==> config.mk <==
export PLATFORM = sky130hd
export DESIGN_NAME = tap_ctrl
export DESIGN_NICKNAME = d
export VERILOG_FILES = /design/src/rtl/tap_pkg.sv /design/src/rtl/tap_fsm.sv /design/src/rtl/tap_ctrl.sv
export SDC_FILE = /design/constraint.sdc
export NUM_CORES = 1
export LEC_CHECK = 0
export BUFFER_PORTS_ARGS = -buffer_cell sky130_fd_sc_hd__buf_4
export CAP_MARGIN = 0
export CELL_PAD_IN_SITES_DETAIL_PLACEMENT = 0
export CELL_PAD_IN_SITES_GLOBAL_PLACEMENT = 1
export CORE_MARGIN = 4
export CORE_UTILIZATION = 36
export CTS_BUF_LIST = sky130_fd_sc_hd__clkbuf_4 sky130_fd_sc_hd__clkbuf_8
export CTS_CLUSTER_DIAMETER = 120
export CTS_CLUSTER_SIZE = 16
export DETAILED_ROUTE_END_ITERATION = 8
export GPL_TIMING_DRIVEN = 0
export PLACE_DENSITY_LB_ADDON = 0.05
export RECOVER_POWER = 100
export SYNTH_ARGS = -nofsm -noshare
export SYNTH_HDL_FRONTEND = slang
export SYNTH_SLANG_ARGS = --single-unit
==> constraint.sdc <==
create_clock -name TCK -period 1.86 [get_ports TCK]
set_input_delay 0.372 -clock TCK [delete_from_list [all_inputs] [get_ports TCK]]
set_output_delay 0.372 -clock TCK [all_outputs]
set_load 0.05 [all_outputs]
==> src/rtl/tap_pkg.sv <==
// Shared types and constants for the IEEE 1149.1 TAP controller.
package tap_pkg;

  localparam int unsigned IR_W = 4;

  // Standard 1149.1 state encoding, also exported on TAP_STATE for debug.
  typedef enum logic [3:0] {
    TLR      = 4'hF,
    RTI      = 4'hC,
    SEL_DR   = 4'h7,
    CAP_DR   = 4'h6,
    SHIFT_DR = 4'h2,
    EXIT1_DR = 4'h1,
    PAUSE_DR = 4'h3,
    EXIT2_DR = 4'h0,
    UPD_DR   = 4'h5,
    SEL_IR   = 4'h4,
    CAP_IR   = 4'hE,
    SHIFT_IR = 4'hA,
    EXIT1_IR = 4'h9,
    PAUSE_IR = 4'hB,
    EXIT2_IR = 4'h8,
    UPD_IR   = 4'hD
  } tap_state_e;

  localparam logic [IR_W-1:0] OP_EXTEST   = 4'h0;
  localparam logic [IR_W-1:0] OP_SAMPLE   = 4'h1;
  localparam logic [IR_W-1:0] OP_INTEST   = 4'h2;
  localparam logic [IR_W-1:0] OP_RUNBIST  = 4'h3;
  localparam logic [IR_W-1:0] OP_CLAMP    = 4'h4;
  localparam logic [IR_W-1:0] OP_IDCODE   = 4'h5;
  localparam logic [IR_W-1:0] OP_USERCODE = 4'h6;
  localparam logic [IR_W-1:0] OP_HIGHZ    = 4'h7;
  localparam logic [IR_W-1:0] OP_BYPASS   = 4'hF;

  // Value captured into the IR shift register; the two LSBs must be 01.
  localparam logic [IR_W-1:0] IR_CAPTURE  = 4'b0101;

  // One-hot instruction select lines.
  typedef struct packed {
    logic bypass;
    logic sample;
    logic extest;
    logic intest;
    logic runbist;
    logic clamp;
    logic idcode;
    logic usercode;
    logic highz;
  } tap_sel_t;

  // Unknown opcodes fall back to BYPASS so exactly one select is always high.
  function automatic tap_sel_t tap_decode(input logic [IR_W-1:0] op);
    tap_sel_t s;
    s = '0;
    case (op)
      OP_EXTEST:   s.extest   = 1'b1;
      OP_SAMPLE:   s.sample   = 1'b1;
      OP_INTEST:   s.intest   = 1'b1;
      OP_RUNBIST:  s.runbist  = 1'b1;
      OP_CLAMP:    s.clamp    = 1'b1;
      OP_IDCODE:   s.idcode   = 1'b1;
      OP_USERCODE: s.usercode = 1'b1;
      OP_HIGHZ:    s.highz    = 1'b1;
      default:     s.bypass   = 1'b1;
    endcase
    return s;
  endfunction

endpackage

==> src/rtl/tap_fsm.sv <==
// TAP state machine: state register, TMS-driven next state, Moore strobes.
module tap_fsm
  import tap_pkg::*;
(
  input  logic       tck_i,
  input  logic       trst_i,
  input  logic       tms_i,
  output tap_state_e state_o,
  output logic       capture_dr_o,
  output logic       shift_dr_o,
  output logic       update_dr_o,
  output logic       capture_ir_o,
  output logic       shift_ir_o,
  output logic       update_ir_o
);

  tap_state_e state_q, state_d;

  // State register; TRST takes priority over TMS.
  always_ff @(posedge tck_i) begin
    if (trst_i) state_q <= TLR;
    else        state_q <= state_d;
  end

  // 1149.1 TMS transition graph.
  always_comb begin
    state_d = state_q;
    case (state_q)
      TLR:      state_d = tms_i ? TLR      : RTI;
      RTI:      state_d = tms_i ? SEL_DR   : RTI;
      SEL_DR:   state_d = tms_i ? SEL_IR   : CAP_DR;
      CAP_DR:   state_d = tms_i ? EXIT1_DR : SHIFT_DR;
      SHIFT_DR: state_d = tms_i ? EXIT1_DR : SHIFT_DR;
      EXIT1_DR: state_d = tms_i ? UPD_DR   : PAUSE_DR;
      PAUSE_DR: state_d = tms_i ? EXIT2_DR : PAUSE_DR;
      EXIT2_DR: state_d = tms_i ? UPD_DR   : SHIFT_DR;
      UPD_DR:   state_d = tms_i ? SEL_DR   : RTI;
      SEL_IR:   state_d = tms_i ? TLR      : CAP_IR;
      CAP_IR:   state_d = tms_i ? EXIT1_IR : SHIFT_IR;
      SHIFT_IR: state_d = tms_i ? EXIT1_IR : SHIFT_IR;
      EXIT1_IR: state_d = tms_i ? UPD_IR   : PAUSE_IR;
      PAUSE_IR: state_d = tms_i ? EXIT2_IR : PAUSE_IR;
      EXIT2_IR: state_d = tms_i ? UPD_IR   : SHIFT_IR;
      UPD_IR:   state_d = tms_i ? SEL_DR   : RTI;
      default:  state_d = TLR;
    endcase
  end

  // Strobes decoded only from the state register so they cannot glitch.
  always_comb begin
    capture_dr_o = 1'b0;
    shift_dr_o   = 1'b0;
    update_dr_o  = 1'b0;
    capture_ir_o = 1'b0;
    shift_ir_o   = 1'b0;
    update_ir_o  = 1'b0;
    case (state_q)
      CAP_DR:   capture_dr_o = 1'b1;
      SHIFT_DR: shift_dr_o   = 1'b1;
      UPD_DR:   update_dr_o  = 1'b1;
      CAP_IR:   capture_ir_o = 1'b1;
      SHIFT_IR: shift_ir_o   = 1'b1;
      UPD_IR:   update_ir_o  = 1'b1;
      default: ;
    endcase
  end

  assign state_o = state_q;

endmodule

==> src/rtl/tap_ctrl.sv <==
// JTAG TAP controller top: FSM, instruction register, decode, bypass, TDO mux.
module tap_ctrl
  import tap_pkg::*;
#(
  parameter int unsigned IR_WIDTH = 4
) (
  input  logic       TCK,
  input  logic       TRST,
  input  logic       TMS,
  input  logic       TDI,
  input  logic       BSR_TDO,
  input  logic       ID_REG_TDO,
  input  logic       USER_REG_TDO,
  output logic       CAPTUREDR,
  output logic       SHIFTDR,
  output logic       UPDATEDR,
  output logic       CAPTUREIR,
  output logic       SHIFTIR,
  output logic       UPDATEIR,
  output logic       BYPASS_SELECT,
  output logic       SAMPLE_SELECT,
  output logic       EXTEST_SELECT,
  output logic       INTEST_SELECT,
  output logic       RUNBIST_SELECT,
  output logic       CLAMP_SELECT,
  output logic       IDCODE_SELECT,
  output logic       USERCODE_SELECT,
  output logic       HIGHZ_SELECT,
  output logic [3:0] TAP_STATE,
  output logic       TDO,
  output logic       TDO_EN
);

  tap_state_e          state;
  logic [IR_WIDTH-1:0] ir_sh_q, ir_sh_d;
  logic [IR_WIDTH-1:0] ir_q, ir_d;
  logic [IR_WIDTH-1:0] ir_eff;
  logic                bypass_q, bypass_d;
  logic                tdo_q, tdo_en_q;
  logic                tdo_src;
  tap_sel_t            sel;

  tap_fsm u_fsm (
    .tck_i        (TCK),
    .trst_i       (TRST),
    .tms_i        (TMS),
    .state_o      (state),
    .capture_dr_o (CAPTUREDR),
    .shift_dr_o   (SHIFTDR),
    .update_dr_o  (UPDATEDR),
    .capture_ir_o (CAPTUREIR),
    .shift_ir_o   (SHIFTIR),
    .update_ir_o  (UPDATEIR)
  );

  // Next values for IR shift register, instruction register and bypass bit.
  always_comb begin
    ir_sh_d  = ir_sh_q;
    ir_d     = ir_q;
    bypass_d = bypass_q;
    case (state)
      CAP_IR:   ir_sh_d  = IR_CAPTURE;
      SHIFT_IR: ir_sh_d  = {TDI, ir_sh_q[IR_WIDTH-1:1]};
      UPD_IR:   ir_d     = ir_sh_q;
      TLR:      ir_d     = OP_IDCODE;
      CAP_DR:   bypass_d = 1'b0;
      SHIFT_DR: bypass_d = TDI;
      default: ;
    endcase
  end

  // Rising-edge registers with synchronous reset.
  always_ff @(posedge TCK) begin
    if (TRST) begin
      ir_sh_q  <= IR_CAPTURE;
      ir_q     <= OP_IDCODE;
      bypass_q <= 1'b0;
    end else begin
      ir_sh_q  <= ir_sh_d;
      ir_q     <= ir_d;
      bypass_q <= bypass_d;
    end
  end

  // TLR overrides the held instruction immediately so IDCODE is selected
  // on the same edge that enters TLR; ir_q itself catches up one edge later.
  always_comb begin
    ir_eff = (state == TLR) ? OP_IDCODE : ir_q;
    sel    = tap_decode(ir_eff);
  end

  // Serial source for TDO.
  always_comb begin
    tdo_src = bypass_q;
    if (state == SHIFT_IR)      tdo_src = ir_sh_q[0];
    else if (sel.idcode)        tdo_src = ID_REG_TDO;
    else if (sel.usercode)      tdo_src = USER_REG_TDO;
    else if (sel.extest || sel.sample || sel.intest) tdo_src = BSR_TDO;
  end

  // Falling-edge retiming of TDO; TLR clears the pin, other non-shift states hold it.
  always_ff @(negedge TCK) begin
    if (state == TLR) begin
      tdo_q    <= 1'b0;
      tdo_en_q <= 1'b0;
    end else begin
      tdo_en_q <= (state == SHIFT_IR) || (state == SHIFT_DR);
      if ((state == SHIFT_IR) || (state == SHIFT_DR)) tdo_q <= tdo_src;
    end
  end

  assign BYPASS_SELECT   = sel.bypass;
  assign SAMPLE_SELECT   = sel.sample;
  assign EXTEST_SELECT   = sel.extest;
  assign INTEST_SELECT   = sel.intest;
  assign RUNBIST_SELECT  = sel.runbist;
  assign CLAMP_SELECT    = sel.clamp;
  assign IDCODE_SELECT   = sel.idcode;
  assign USERCODE_SELECT = sel.usercode;
  assign HIGHZ_SELECT    = sel.highz;
  assign TAP_STATE       = state;
  assign TDO             = tdo_q;
  assign TDO_EN          = tdo_en_q;

endmodule

==> flow_metrics.env, run 1 <==
export IMPL_setup_tns_ns=-1.654
export IMPL_die_area_um2=3230
export IMPL_cp_slowest_stage_delay_ns=0.33
export IMPL_r2r_start="ir_q[2]$_SDFFE_PP1P_"
export IMPL_rsz0062_at_grt="true"
export IMPL_antenna_cells=0
export IMPL_syn_avg_cell_area_um2=7.733
export IMPL_irDropWorstVdd_v=0.0005839
export IMPL_grt_max_degree=11
export IMPL_synth_edff_count=0
export IMPL_yosysSeqAreaShare_pct=34.99
export IMPL_root_buffer="clkbuf_4"
export IMPL_synth_area_leaders="dfxtp_1, nor2_1, nand2_1"
export IMPL_area_delta_synth_final_pct=53.35
export IMPL_nets=158
export IMPL_drc=0
export IMPL_r2r_cells=4
export IMPL_port_buffers=27
export IMPL_place_congestion=0.7385
export IMPL_hold_slack_ns=0.3073
export IMPL_netlist_area_leader_share_pct=34.99
export IMPL_yosys_register_bits=15
export IMPL_vias=924
export IMPL_grtUsageTotal_pct=14.28
export IMPL_r2r_slack_ns=-0.25
export IMPL_cts_tree="yes"
export IMPL_grt_overflow=0
export IMPL_crit_arrival_ns=1.74
export IMPL_die_width_um=56.83
export IMPL_worstPathMaxFanout=2
export IMPL_seqPwrFrac_pct=41.4
export IMPL_drtIter0Drc=19
export IMPL_power_density_nw_per_um2=667.8
export IMPL_synthFlopType="dfxtp_1"
export IMPL_ios=28
export IMPL_cp_slowest_cell="dfxtp_2"
export IMPL_clock_sinks=15
export IMPL_coreArea_um2=2233
export IMPL_cp_required_ns=1.49
export IMPL_hold_depth=2
export IMPL_antenna_left=0
export IMPL_final_common_cell="nor2_1"
export IMPL_r2r_end="TDO$_SDFFE_NP0P_"
export IMPL_synth_area_um2=858.3
export IMPL_power_mw=0.8790
export IMPL_insertion_delay_ns=0.34
export IMPL_postCtsHoldBufs=0
export IMPL_dieHeight_um=56.83
export IMPL_p_sw_mw=0.3395
export IMPL_holdPathEnd="ir_q[2]$_SDFFE_PP1P_"
export IMPL_cts_buffers=3
export IMPL_routed_via_density=5.191
export IMPL_slew_headroom_pct=60.72
export IMPL_yosysWarningCount=0
export IMPL_start_kind="flip-flop"
export IMPL_violations="setup timing"
export IMPL_finalSetupViolations=11
export IMPL_rows=17
export IMPL_finalHoldViolCount=0
export IMPL_first_pass_iters=4
export IMPL_grt_pass1_vias=834
export IMPL_power_frac_clock_pct=22.9
export IMPL_hp_start="TRST"
export IMPL_drv_slew=0
export IMPL_status="finished, violations left"
export IMPL_min_path_type="in -> reg"
export IMPL_synth_nets=118
export IMPL_start_util_pct=38.43
export IMPL_critPathKind="reg -> out"
export IMPL_maxCapViolCount=0
export IMPL_switching_share_pct=38.63
export IMPL_wl_per_cell_um=12.33
export IMPL_hpwl_um=1668
export IMPL_pwr_share_comb_pct=35.7
export IMPL_grt_pass1_wl_um=3746
export IMPL_synth_top_area_cell="dfxtp_1"
export IMPL_final_cell_mix="nor2_1, buf_4, buf_6"
export IMPL_leakage_nw=0.5900
export IMPL_crit_start="TDO$_SDFFE_NP0P_"
export IMPL_crit_buf_inv=1
export IMPL_crit_chain="buf_8"
export IMPL_synth_cells=111
export IMPL_finalWirelength_um=2194
export IMPL_ys_async_sr_fraction_pct=0
export IMPL_finalWorstSetupSlack_ns=-0.2554
export IMPL_end_kind="primary output"
export IMPL_synth_distinct_cells=36
export IMPL_antenna_found_initial=0
export IMPL_finClkSkew_ns=0.05953
export IMPL_path_clk_slew_ns=0.09
export IMPL_worst_pin_slew_ns=0.5918
export IMPL_p_int_mw=0.5395
export IMPL_cts_max_level=1
export IMPL_path_delay_family="flip-flops"
export IMPL_drive_above_1_share_pct=44.67
export IMPL_cts_path_max_buffers=2
cell usage after synthesis (2+ instances only):
cell type / count
a211oi_1: 2
a21o_1: 2
a21oi_1: 7
a31oi_1: 2
buf_2: 4
dfxtp_1: 15
inv_1: 5
nand2_1: 10
nand2b_1: 2
nor2_1: 22
nor2b_1: 2
nor3_1: 7
nor3_2: 3
nor3b_1: 3
o21bai_1: 4
stage by stage:
step | std cells | cell area (µm²) | setup WS (ns) | util, %
6_report | 178 | 1316 | -0.2554 | 58.94
5_1_grt | 178 | 1316 | -0.3153 | 58.94
4_1_cts | 175 | 1310 | -0.2797 | 58.66
3_5_place_dp | 166 | 1172 | -0.4388 | 52.49
3_3_place_gp | 166 | 1172 | -0.4249 | 52.49
2_1_floorplan | 111 | 934.6 | -0.6302 | -
per-layer routing:
metal	global-route usage, %	share of wire (%)	vias to the layer above	wire length, µm
met3	3.678	6.1	2	133
met4	2.980	0.55	0	12
li1	-	-	467	-
met2	22.94	47	25	1040
met1	19.23	46	430	1008
met5	0	0	-	0
kinds of logic (layout without fill, tap and decap cells):
family / count (synthesis) / count (layout) / synth area share (%)
simple gates: 58 / 58 / 36.15
compound gates: 25 / 25 / 20.99
mux: 1 / 1 / 1.166
flops: 15 / 15 / 34.99
buf+inv: 12 / 51 / 6.705
final cells by class:
cell class                      count  area [µm²]
Inverter                            5       18.77
Buffer                              6       50.05
Timing Repair Buffer               34       276.5
Multi-Input combinational cell     84       581.8
Clock buffer                        3       22.52
Sequential cell                    15       320.3
Clock inverter                      3       11.26
Tap cell                           28       35.03
Fill cell                         223       917.1
registers in the layout, summed over array words and instances (netlist names):
register	count
TDO_EN	1
bypass_q	1
ir_q	4
u_fsm.state_o	4
ir_sh_q	4
TDO	1
power by group through the flow:
stage	Combinational, mW	Clock, mW	Sequential (mW)
3_5_place_dp	0.288	0.0101	0.375
2_1_floorplan	0.170	0.0101	0.414
5_1_grt	0.336	0.222	0.368
6_report	0.314	0.201	0.364
3_3_place_gp	0.286	0.0101	0.375
4_1_cts	0.321	0.208	0.366
timing repair:
| item | 4_1_cts | 5_1_grt |
|---|---|---|
| setup buffers | 4 | 3 |
| setup endpoints to repair | 13 | 13 |
| gates resized for setup | 23 | 7 |
| pin swaps | 6 | 1 |
| endpoints found under the hold margin | 0 | 0 |
worst max path at each step:
stage	to	cells after the start	slack [ns]
6_report	TDO	1	-0.26
4_1_cts	TDO$_SDFFE_NP0P_	4	-0.28
5_1_grt	TDO$_SDFFE_NP0P_	4	-0.32
3_5_place_dp	TDO$_SDFFE_NP0P_	4	-0.44
3_3_place_gp	TDO$_SDFFE_NP0P_	4	-0.42
2_1_floorplan	TDO$_SDFFE_NP0P_	4	-0.63
No activity file was read; power rests on OpenSTA's default activity.
==> run 2: changes to the inputs <==
- REMOVE_ABC_BUFFERS: unset -> 1
==> run 2 against run 1 <==
The run still ends with setup timing left. Non-clock buffer count decreased by 7. Clock-buffer cell count unchanged. Sequential share of layout area increased by 1.4 points. Critical path type is now reg -> reg.
==> flow_metrics.env, run 2 (synthesized netlist as in run 1, its figures left out) <==
export IMPL_antenna_left=0
export IMPL_final_cell_mix="buf_4, nor2_1, nand2_1"
export IMPL_pre_cts_ws_ns=-0.6338
export IMPL_path_clk_slew_ns=0.10
export IMPL_start_util_pct=38.43
export IMPL_worst_pin_slew_ns=0.2734
export IMPL_critPathKind="reg -> reg"
export IMPL_worstPathMaxFanout=9
export IMPL_power_mw=0.8678
export IMPL_ios=28
export IMPL_start_kind="flip-flop"
export IMPL_drive_above_1_share_pct=44.76
export IMPL_antenna_found_initial=0
export IMPL_crit_arrival_ns=1.47
export IMPL_cp_required_ns=1.18
export IMPL_drc=0
export IMPL_power_density_nw_per_um2=697.7
export IMPL_wl_per_cell_um=12.80
export IMPL_insertion_delay_ns=0.34
export IMPL_dieHeight_um=56.83
export IMPL_routed_via_density=5.111
export IMPL_status="finished, violations left"
export IMPL_clock_sinks=15
export IMPL_cp_slowest_cell="dfxtp_2"
export IMPL_cts_path_max_buffers=2
export IMPL_finClkSkew_ns=0.06230
export IMPL_rsz0062_at_grt="true"
export IMPL_leakage_nw=0.5417
export IMPL_highest_layer="met4"
export IMPL_dr_wl_met3_um=114
export IMPL_die_area_um2=3230
export IMPL_dp_cells=160
export IMPL_nets=151
export IMPL_vias=874
export IMPL_end_kind="flip-flop"
export IMPL_met2_length_um=1025
export IMPL_root_buffer="clkbuf_4"
export IMPL_postCtsHoldBufs=0
export IMPL_hpwl_um=1481
export IMPL_crit_chain="a211oi_1 -> o311a_1 -> a311oi_2"
export IMPL_fin_util_pct=55.69
export IMPL_rows=17
export IMPL_antenna_cells=0
export IMPL_irDropWorstVdd_v=0.0004703
export IMPL_grt_overflow=0
export IMPL_finalWorstSetupSlack_ns=-0.2890
export IMPL_setup_tns_ns=-1.652
export IMPL_min_path_type="in -> reg"
export IMPL_place_congestion=0.6866
export IMPL_layout_cells_non_filler=171
export IMPL_cts_tree="yes"
export IMPL_final_common_cell="buf_4"
export IMPL_grt_max_degree=18
export IMPL_drtIter0Drc=24
export IMPL_cts_max_level=1
export IMPL_finalSetupViolations=7
export IMPL_cts_buffers=3
export IMPL_met1Wirelength_um=1036
export IMPL_finalWirelength_um=2188
export IMPL_grt_pass1_vias=783
export IMPL_grt_pass1_wl_um=3470
export IMPL_coreArea_um2=2233
export IMPL_cp_slowest_stage_delay_ns=0.46
export IMPL_first_pass_iters=4
export IMPL_maxCapViolCount=0
export IMPL_drv_slew=0
export IMPL_finalHoldViolCount=0
export IMPL_grtUsageTotal_pct=13.27
export IMPL_area_delta_synth_final_pct=44.90
export IMPL_port_buffers=27
export IMPL_die_width_um=56.83
export IMPL_slew_headroom_pct=81.66
export IMPL_violations="setup timing"
-- run 2: changes by cell type in the layout (fill, tap and decap cells not counted), moves of 3 or more --
| cell | before | now |
|---|---|---|
| nor3_4 | 4 | 1 |
| buf_6 | 13 | 7 |
| clkbuf_2 | 3 | 0 |
| clkbuf_1 | 6 | 0 |
| nor3_2 | 0 | 3 |
| buf_4 | 16 | 23 |
-- run 2: routing by layer --
metal	track usage, %	vias up
li1	-	452
met1	17.22	399
met2	22.28	21
met3	1.609	2
met4	4.967	0
met5	0	-
-- run 2: final cells by class --
type / count / area, µm²
Clock inverter: 3 / 11.26
Clock buffer: 3 / 22.52
Timing Repair Buffer: 33 / 296.5
Sequential cell: 15 / 320.3
Multi-Input combinational cell: 84 / 539.3
Tap cell: 28 / 35.03
Fill cell: 231 / 989.7
Inverter: 5 / 18.77
-- run 2: path summary, 6_finish.rpt --
check | startpoint | endpoint | slack, ns | depth (start not counted)
min | TRST | ir_sh_q[1]$_SDFFE_PP0N_ | 0.33 | 2
min reg2reg | ir_sh_q[3]$_SDFFE_PP0N_ | ir_sh_q[3]$_SDFFE_PP0N_ | 0.48 | 2
max reg2reg | ir_q[1]$_SDFFE_PP0P_ | TDO$_SDFFE_NP0P_ | -0.29 | 3
max | ir_q[1]$_SDFFE_PP0P_ | TDO$_SDFFE_NP0P_ | -0.29 | 3
-- run 2: what timing repair did --
action | 4_1_cts | 5_1_grt
resized for setup | 25 | 13
pin swaps | 5 | 4
setup endpoints to repair | 19 | 12
gates cloned | 0 | 0
buffers inserted | 5 | 1
-- run 2: critical path, delay by kind of cell, from the launching register on --
kind               cells  cell delay [ns]
AOI/OAI and AO/OA      3             0.72
DFF                    1             0.46
-- run 2: power breakdown --
group          internal, mW  total [mW]  switching, mW  leakage, nW
clock                0.0845       0.209          0.125       0.0287
combinational         0.109       0.279          0.171        0.389
sequential            0.341       0.379         0.0386        0.124
-- run 2: per-stage QoR --
stage | area (µm²) | hold slack, ns
final | 1244 | 0.3344
after global routing | 1244 | 0.3442
after CTS | 1192 | 0.3381
after detailed placement | 1061 | 0.4626
after global placement | 1061 | 0.4605
after floorplan | 823.3 | 0.4347
==> run 3: changes to the inputs <==
- GPL_TIMING_DRIVEN: 0 -> unset
==> run 3 against run 2 <==
The run still ends with setup timing left. Sequential share of layout area decreased by 2.7 points. Sequential power down 5.3%. Clock power is 5% lower. Clock-buffer cell count did not move. Critical path depth shrank 2. Critical path type is now reg -> out. Largest power group unchanged.
==> flow_metrics.env, run 3 (synthesized netlist as in run 1, its figures left out) <==
export IMPL_place_congestion=0.8211
export IMPL_slew_headroom_pct=68.68
export IMPL_antenna_found_initial=0
export IMPL_irDropWorstVdd_v=0.0004238
export IMPL_crit_arrival_ns=1.74
export IMPL_grtUsageTotal_pct=15.09
export IMPL_fill_cells=232
export IMPL_antenna_left=0
export IMPL_start_util_pct=38.43
export IMPL_grt_max_degree=14
export IMPL_cts_path_max_buffers=2
export IMPL_finalSetupViolations=11
export IMPL_finClkSkew_ns=0.05854
export IMPL_clock_sinks=15
export IMPL_cp_slowest_stage_delay_ns=0.33
export IMPL_nets=170
export IMPL_cp_required_ns=1.49
export IMPL_insertion_delay_ns=0.33
export IMPL_drtIter0Drc=15
export IMPL_cts_buffers=3
export IMPL_ios=28
export IMPL_finalWirelength_um=2392
export IMPL_final_seq_area_um2=306.5
export IMPL_drv_slew=0
export IMPL_path_delay_family="flip-flops"
export IMPL_crit_buf_inv=1
export IMPL_die_area_um2=3230
export IMPL_rsz0062_at_grt="true"
export IMPL_hpwl_um=1810
export IMPL_drive_above_1_share_pct=45.06
export IMPL_maxCapViolCount=0
export IMPL_start_kind="flip-flop"
export IMPL_grt_overflow=0
export IMPL_worstPathMaxFanout=2
export IMPL_dp_cells=183
export IMPL_grt_pass1_vias=867
export IMPL_finalHoldViolCount=0
export IMPL_coreArea_um2=2233
export IMPL_worst_pin_slew_ns=0.4698
export IMPL_layout_cells_non_filler=190
export IMPL_power_mw=0.8759
export IMPL_final_cell_mix="buf_4, nor2_1, dfxtp_1"
export IMPL_cts_max_level=1
export IMPL_antenna_cells=0
export IMPL_crit_chain="buf_8"
export IMPL_area_delta_synth_final_pct=54.96
export IMPL_final_common_cell="buf_4"
export IMPL_rows=17
export IMPL_hp_start="TRST"
export IMPL_end_kind="primary output"
export IMPL_path_clk_slew_ns=0.10
export IMPL_r2r_start="u_fsm.state_o[1]$_SDFF_PP1_"
export IMPL_dieHeight_um=56.83
export IMPL_die_width_um=56.83
export IMPL_leakage_nw=0.6063
export IMPL_critPathKind="reg -> out"
export IMPL_grt_pass1_wl_um=3919
export IMPL_multi_input_comb_area_um2=523.0
export IMPL_cts_tree="yes"
export IMPL_finalWorstSetupSlack_ns=-0.2536
export IMPL_pre_cts_ws_ns=-0.3195
export IMPL_vias=950
export IMPL_status="finished, violations left"
export IMPL_wl_per_cell_um=12.59
export IMPL_root_buffer="clkbuf_4"
export IMPL_crit_start="TDO$_SDFFE_NP0P_"
export IMPL_violations="setup timing"
export IMPL_power_density_nw_per_um2=658.6
export IMPL_drc=0
export IMPL_min_path_type="in -> reg"
export IMPL_cp_slowest_cell="dfxtp_2"
export IMPL_first_pass_iters=4
export IMPL_routed_via_density=5.000
export IMPL_port_buffers=27
-- run 3: final cells by class --
type / count / share of cell area [%]
Multi-Input combinational cell: 84 / 39.32
Clock inverter: 3 / 0.8467
Sequential cell: 15 / 23.05
Timing Repair Buffer: 52 / 31.04
Clock buffer: 3 / 1.693
Tap cell: 28 / 2.634
Inverter: 5 / 1.411
-- run 3: per-stage QoR --
step	util, %	TNS (ns)	cell area, µm²	hold slack [ns]
floorplan	-	-7.533	823.3	0.4347
global placement	55.24	-0.2564	1234	0.4576
detailed placement	55.24	-0.3241	1234	0.4563
CTS	60.17	-1.496	1344	0.3467
global route	59.55	-3.025	1330	0.3518
finish	59.55	-1.714	1330	0.3498
-- run 3: final timing paths --
kind / end / slack, ns / depth (start not counted)
worst max-delay path: TDO / -0.25 / 1
worst min-delay path: ir_sh_q[1]$_SDFFE_PP0N_ / 0.35 / 2
worst max register to register: TDO$_SDFFE_NP0P_ / -0.22 / 4
worst min register to register: ir_sh_q[1]$_SDFFE_PP0N_ / 0.47 / 2
-- run 3: where the power goes --
group | internal [mW] | leakage, nW | switching, mW
logic | 0.120 | 0.455 | 0.198
registers | 0.340 | 0.122 | 0.0191
clock network | 0.0843 | 0.0287 | 0.115
-- run 3: per-layer routing --
layer / global-route usage [%] / part of all wire, %
met3: 4.138 / 6.7
met1: 19.23 / 43
met2: 23.93 / 48
met5: 0 / 0
met4: 5.960 / 1.5
-- run 3: what timing repair did --
action | 4_1_cts | 5_1_grt
resized for setup | 23 | 6
endpoints found under the setup margin | 11 | 11
pin swaps | 1 | 1
hold buffers | 0 | 0
buffers inserted | 1 | 1
